==> config.mk <==
export PLATFORM = sky130hd
export DESIGN_NAME = i2s_adc_rx
export DESIGN_NICKNAME = d
export VERILOG_FILES = /design/src/rtl/i2s_adc_rx.sv
export SDC_FILE = /design/constraint.sdc
export NUM_CORES = 1
export LEC_CHECK = 0
export ABC_CLOCK_PERIOD_IN_PS = 7700
export CORE_UTILIZATION = 62
export CTS_CLUSTER_SIZE = 10
export DETAILED_ROUTE_END_ITERATION = 8
export PLACE_DENSITY = 0.85
export SYNTH_ARGS = -nofsm -noshare
export SYNTH_HDL_FRONTEND = slang
export SYNTH_SLANG_ARGS = --single-unit
==> constraint.sdc <==
create_clock -name clk -period 7.7 [get_ports clk]
set_clock_uncertainty 0.1 [all_clocks]
set_input_delay 1.54 -clock clk [delete_from_list [all_inputs] [get_ports clk]]
set_output_delay 1.54 -clock clk [all_outputs]
set_load 0.01 [all_outputs]
==> src/rtl/i2s_adc_rx.sv <==
// I2S ADC receive path: oversamples BCLK/LRCK/DATA in the clk domain and
// assembles left/right sample pairs, MSB first, one-bit I2S delay.
// Optional feature macro: I2S_RX_HANDSHAKE_EN adds sample_ready, makes
// sample_valid level-held until accepted and activates the sticky overrun flag.
//
// state | meaning
// SYNC  | discarding data, waiting for a right-to-left LRCK edge
// LEFT  | collecting the left word
// RIGHT | collecting the right word; pair is published at its end
module i2s_adc_rx #(
  parameter int DW = 16
) (
  input  logic          clk,
  input  logic          rst_n,
  input  logic          aud_bclk,
  input  logic          aud_adclrck,
  input  logic          aud_adcdat,
  input  logic          enable,
  output logic [DW-1:0] left,
  output logic [DW-1:0] right,
  output logic          sample_valid,
`ifdef I2S_RX_HANDSHAKE_EN
  input  logic          sample_ready,
`endif
  output logic          overrun
);

  localparam logic [4:0] DW5 = 5'(DW);

  typedef enum logic [1:0] {SYNC, LEFT, RIGHT} state_t;

  state_t        state;
  logic [1:0]    bclk_sync;
  logic [1:0]    lrck_sync;
  logic [1:0]    dat_sync;
  logic          bclk_d;
  logic          lrck_d;
  logic [4:0]    bitcnt;
  logic [DW-1:0] shreg;
  logic [DW-1:0] lhold;

  logic          bclk_rise;
  logic          lrck;
  logic          dat;
  logic          lr_edge;
  logic          shift_en;
  logic [DW-1:0] shreg_nxt;
  logic [4:0]    bitcnt_inc;
  logic [4:0]    taken;
  logic [DW-1:0] word_fin;

  // Two-flop synchronisers on all pins plus an edge flop on BCLK.
  // LRCK resets high so it agrees with the lrck_d reset value.
  always_ff @(posedge clk or negedge rst_n) begin
    if (!rst_n) begin
      bclk_sync <= 2'b00;
      lrck_sync <= 2'b11;
      dat_sync  <= 2'b00;
      bclk_d    <= 1'b0;
    end else begin
      bclk_sync <= {bclk_sync[0], aud_bclk};
      lrck_sync <= {lrck_sync[0], aud_adclrck};
      dat_sync  <= {dat_sync[0], aud_adcdat};
      bclk_d    <= bclk_sync[1];
    end
  end

  assign bclk_rise = bclk_sync[1] & ~bclk_d;
  assign lrck      = lrck_sync[1];
  assign dat       = dat_sync[1];
  assign lr_edge   = lrck ^ lrck_d;

  // Shift/count rules for one BCLK rise; the word is left-aligned at the end.
  // Stale bits from the previous word sit above the new ones and fall off the
  // top during the alignment shift.
  always_comb begin
    shift_en   = (bitcnt < DW5);
    shreg_nxt  = shift_en ? {shreg[DW-2:0], dat} : shreg;
    bitcnt_inc = (bitcnt == 5'd31) ? 5'd31 : bitcnt + 5'd1;
    taken      = shift_en ? bitcnt + 5'd1 : DW5;
    word_fin   = shreg_nxt << (DW5 - taken);
  end

  // Bit shifter, bit counter and previous-LRCK register.
  always_ff @(posedge clk or negedge rst_n) begin
    if (!rst_n) begin
      shreg  <= '0;
      bitcnt <= 5'd0;
      lrck_d <= 1'b1;
    end else begin
      if (bclk_rise) begin
        shreg  <= shreg_nxt;
        lrck_d <= lrck;
      end
      if (!enable) begin
        bitcnt <= 5'd0;
      end else if (bclk_rise) begin
        bitcnt <= lr_edge ? 5'd0 : bitcnt_inc;
      end
    end
  end

  // Frame FSM with registered sample outputs and valid/overrun flags.
  always_ff @(posedge clk or negedge rst_n) begin
    if (!rst_n) begin
      state        <= SYNC;
      lhold        <= '0;
      left         <= '0;
      right        <= '0;
      sample_valid <= 1'b0;
`ifdef I2S_RX_HANDSHAKE_EN
      overrun      <= 1'b0;
`endif
    end else begin
`ifdef I2S_RX_HANDSHAKE_EN
      if (sample_valid && sample_ready) begin
        sample_valid <= 1'b0;
      end
`else
      sample_valid <= 1'b0;
`endif
      if (!enable) begin
        state <= SYNC;
      end else if (bclk_rise && lr_edge) begin
        case (state)
          SYNC: begin
            if (!lrck) begin
              state <= LEFT;
            end
          end
          LEFT: begin
            lhold <= word_fin;
            state <= RIGHT;
          end
          RIGHT: begin
            left         <= lhold;
            right        <= word_fin;
            sample_valid <= 1'b1;
`ifdef I2S_RX_HANDSHAKE_EN
            if (sample_valid && !sample_ready) begin
              overrun <= 1'b1;
            end
`endif
            state <= LEFT;
          end
          default: state <= SYNC;
        endcase
      end
    end
  end

`ifndef I2S_RX_HANDSHAKE_EN
  assign overrun = 1'b0;
`endif

endmodule

==> summary.txt <==
Outcome
  – Status: finished clean

Setup path
  – FF-to-FF setup slack: 4.00 ns
  – Kind of launch point of the worst setup path: flop
  – CP Data Required Time: 7.89 ns
  – Max FO, Critical Path: 24
  – Crit. Startpoint: bitcnt[0]
  – Worst Reg2Reg Path Length in Cells: 7
  – Reg-to-Reg End: right[15]
  – Critical Setup Path Class: reg -> reg
  – Element type at the critical path end: flop
  – Worst Path Arrival: 3.89 ns
  – Worst setup path end: right[15]
  – Critical R2R Launch: bitcnt[0]

Final layout
  – Area grow syn2layout: 11.9%
  – Total non-filler cell area in the finished layout: 4800 sq um
  – Share of layout cells above drive strength 1: 0.165
  – Total number of nets in the final design: 440
  – Diodes inserted: 0

CTS
  – CTS tree: built
  – Clock sink count: 80
  – Total CTS buffers: 9
  – Post-cts sizing count: 0
  – Number of buffers inserted by hold repair at cts: 0
  – H-Tree Level Count: 3
  – Clk pin slew, worst setup/hold paths: 0.08 ns
  – Cell at the root of the clock tree: clkbuf_8
  – Clock latency on the worst-skew pair: 0.35 ns
  – Post-CTS setup-driven buffer insertion count: 0
  – Buffer depth of the longest clock path: 2

Synth
  – Prevailing post-synth register cell: dfrtp_1
  – Synth unique cells: 63
  – Nets in the synthesized netlist: 420
  – Mean cell area of the mapped netlist: 10.4 sq um
  – Total standard cell area after synthesis: 4290 sq um
  – Post-Synthesis Cells: 412
  – Post-synth ARST share: 1.00
  – Number of synthesized flops with an enable pin: 0
  – Count of yosys warnings during synthesis: 0
  – Synthesized flop and latch total: 80
  – Sequential area share after synthesis: 0.468

Power and ir drop
  – Internal Dissipation: 733 uW
  – Combinational cell fraction of total power: 0.224
  – Seq pwr share: 0.494
  – Max rail drop VDD: 0.193 mV
  – Power per Cell Area: 218 nW/um^2
  – Portion of total power attributed to the clock network: 0.282
  – Sw Pwr: 316 uW
  – Switching share of power: 0.301
  – Static leakage: 0.00210 uW

Route
  – Routed wire length: 8380 um
  – Total via count after detailed routing: 3125
  – Count of unresolved DRC violations after routing: 0
  – DR iter-0 viols: 142
  – First-pass detailed-route iteration total: 4
  – Detail-routed net length per standard cell: 16.3 um
  – Via density: 6.09
  – Number of nets with antenna violations after detailed routing: 0

Place
  – Count of buffers inserted at the top-level ports: 38
  – Placer congestion estimate: 0.896
  – Post-detailed-placement half-perimeter wirelength: 5780 um
  – Post-DP Area: 4610 sq um

Die
  – Die Ht: 85.2 um
  – Starting density of the core: 0.660
  – # IOs: 40
  – Die outline width: 85.2 um
  – Standard cell core area: 6490 sq um
  – Die area: 7250 sq um
  – Placement row count: 29

Flow run
  – Max Cap Violations: 0

Global routing
  – Total global-route track usage: 0.262
  – Number of antenna violations at the first check in global routing: 0
  – Vias in the first global route: 2965
  – GR Overflow Total: 0
  – Maximum number of pins on one net before global-route repair: 81
  – Wire length of the first global-routing pass: 14600 um

STA
  – Ratio of final minimum period to clock period: 0.481
  – Normalized max-slew margin: 0.200
  – Maximum frequency from static timing analysis: 270 MHz
  – Final-layout setup total negative slack: 0 ns
  – Setup repair after global routing missed its margin: no
  – Slew Viols, Final: 0
  – Final critical path time including I/O delays and setup: 3.70 ns
  – Final hold violation count: 0
  – Worst Max-Slew Pin Slew: 1.20 ns
  – Post-route worst hold slack: 0.254 ns
  – Number of setup violations in the final report: 0

Worst hold path
  – Path type of the worst min-delay path: reg -> reg
  – Hold path start: lrck_sync[0]
  – Cell count of the worst hold path: 0
## cell type report
class / instances / area, sq um
fillers: 445 / 1690
repair buffers: 40 / 393
well taps: 77 / 96.3
inverters: 5 / 18.8
clock buffers: 10 / 128
clock inverters: 5 / 58.8
flip-flops and latches: 80 / 2010
multi-input cells: 296 / 2100
## registers in the layout, indices dropped and copies added, names as in the netlist, 5 cells and up
| signal | cells |
|---|---|
| left | 16 |
| lhold | 16 |
| right | 16 |
| shreg | 16 |
| bitcnt | 5 |
## synth_stat cells (3+ instances only)
cell / instances / share of area
a22o_1: 10 / 0.020
or3_1: 3 / 0.0044
o21ai_0: 12 / 0.014
a21oi_1: 15 / 0.018
mux2_4: 3 / 0.011
clkbuf_1: 9 / 0.0079
inv_1: 5 / 0.0044
a221o_1: 4 / 0.0093
nor2b_1: 11 / 0.016
dfrtp_1: 77 / 0.45
nor4_1: 4 / 0.0058
buf_6: 3 / 0.0079
mux2i_1: 17 / 0.040
nand2b_1: 4 / 0.0058
xnor2_1: 3 / 0.0061
dfstp_2: 3 / 0.018
mux2_2: 31 / 0.081
o31ai_1: 12 / 0.021
nor3_1: 17 / 0.020
buf_1: 3 / 0.0026
a31oi_1: 3 / 0.0044
and2_1: 3 / 0.0044
nand2_1: 78 / 0.068
buf_2: 14 / 0.016
a211oi_1: 6 / 0.011
nor2_1: 9 / 0.0079
nand3_1: 4 / 0.0047
## critical path, cell delays in order (launching register included)
cell	delay, ns
dfrtp_1	0.94
ha_1	0.53
xnor2_4	0.15
a31oi_2	0.30
xor2_1	0.82
a2111oi_0	0.23
a2111oi_2	0.38
a22o_1	0.19
## power by group through the flow
stage,combinational (uW),sequential [uW],clock (uW)
CTS,233,518,302
finish,235,518,296
detailed placement,232,526,0
global route,258,529,320
global placement,227,521,0
floorplan,186,510,0
## how the worst min path moves through the flow
stage | endpoint | slack (ns)
2_1_floorplan | bclk_sync[1] | 0.23
3_3_place_gp | dat_sync[1] | 0.24
3_5_place_dp | bclk_sync[1] | 0.24
4_1_cts | lrck_sync[1] | 0.26
5_1_grt | lrck_sync[1] | 0.26
6_report | lrck_sync[1] | 0.25
## cell usage in the layout, fill, tap and decap left out, types with 4 or more instances in the layout
cell type / n
nand2_1: 78
dfrtp_1: 77
clkdlybuf4s50_1: 37
mux2_2: 31
nor3_1: 17
mux2i_1: 17
a21oi_1: 15
o21ai_0: 12
o31ai_1: 12
nor2b_1: 11
a22o_1: 10
nor2_1: 9
clkbuf_8: 9
a211oi_1: 6
inv_1: 5
nand3_1: 4
nand2b_1: 4
nor4_1: 4
a221o_1: 4
## metal layers
layer | wire [um] | up-vias | track usage | part of all wire
met5 | 0 | - | 0 | 0
met4 | 197 | 0 | 0.129 | 0.024
met3 | 323 | 17 | 0.0506 | 0.039
met2 | 3810 | 73 | 0.389 | 0.45
met1 | 4050 | 1508 | 0.372 | 0.48
li1 | - | 1527 | - | -
## metrics by stage
step                      setup slack, ns  utilization  std cells  total power (uW)
after floorplan                      4.63            -        412               696
after global placement               3.97        0.710        498               748
after detailed placement             3.87        0.710        498               758
after CTS                            4.06        0.739        513              1050
after global routing                 3.73        0.739        513              1110
final                                4.00        0.739        513              1050
## kinds of logic after synthesis
family / count (synthesis) / synth area share
AO/OA/AOI/OAI: 87 / 0.160
XOR/XNOR: 6 / 0.0166
adder cells (fa/ha/maj): 2 / 0.00583
buffers and inverters: 36 / 0.0426
flip-flops: 80 / 0.468
multiplexers: 53 / 0.142
other: 1 / 0.000874
AND/OR/NAND/NOR: 147 / 0.164
(Power assumes the default switching activity.)
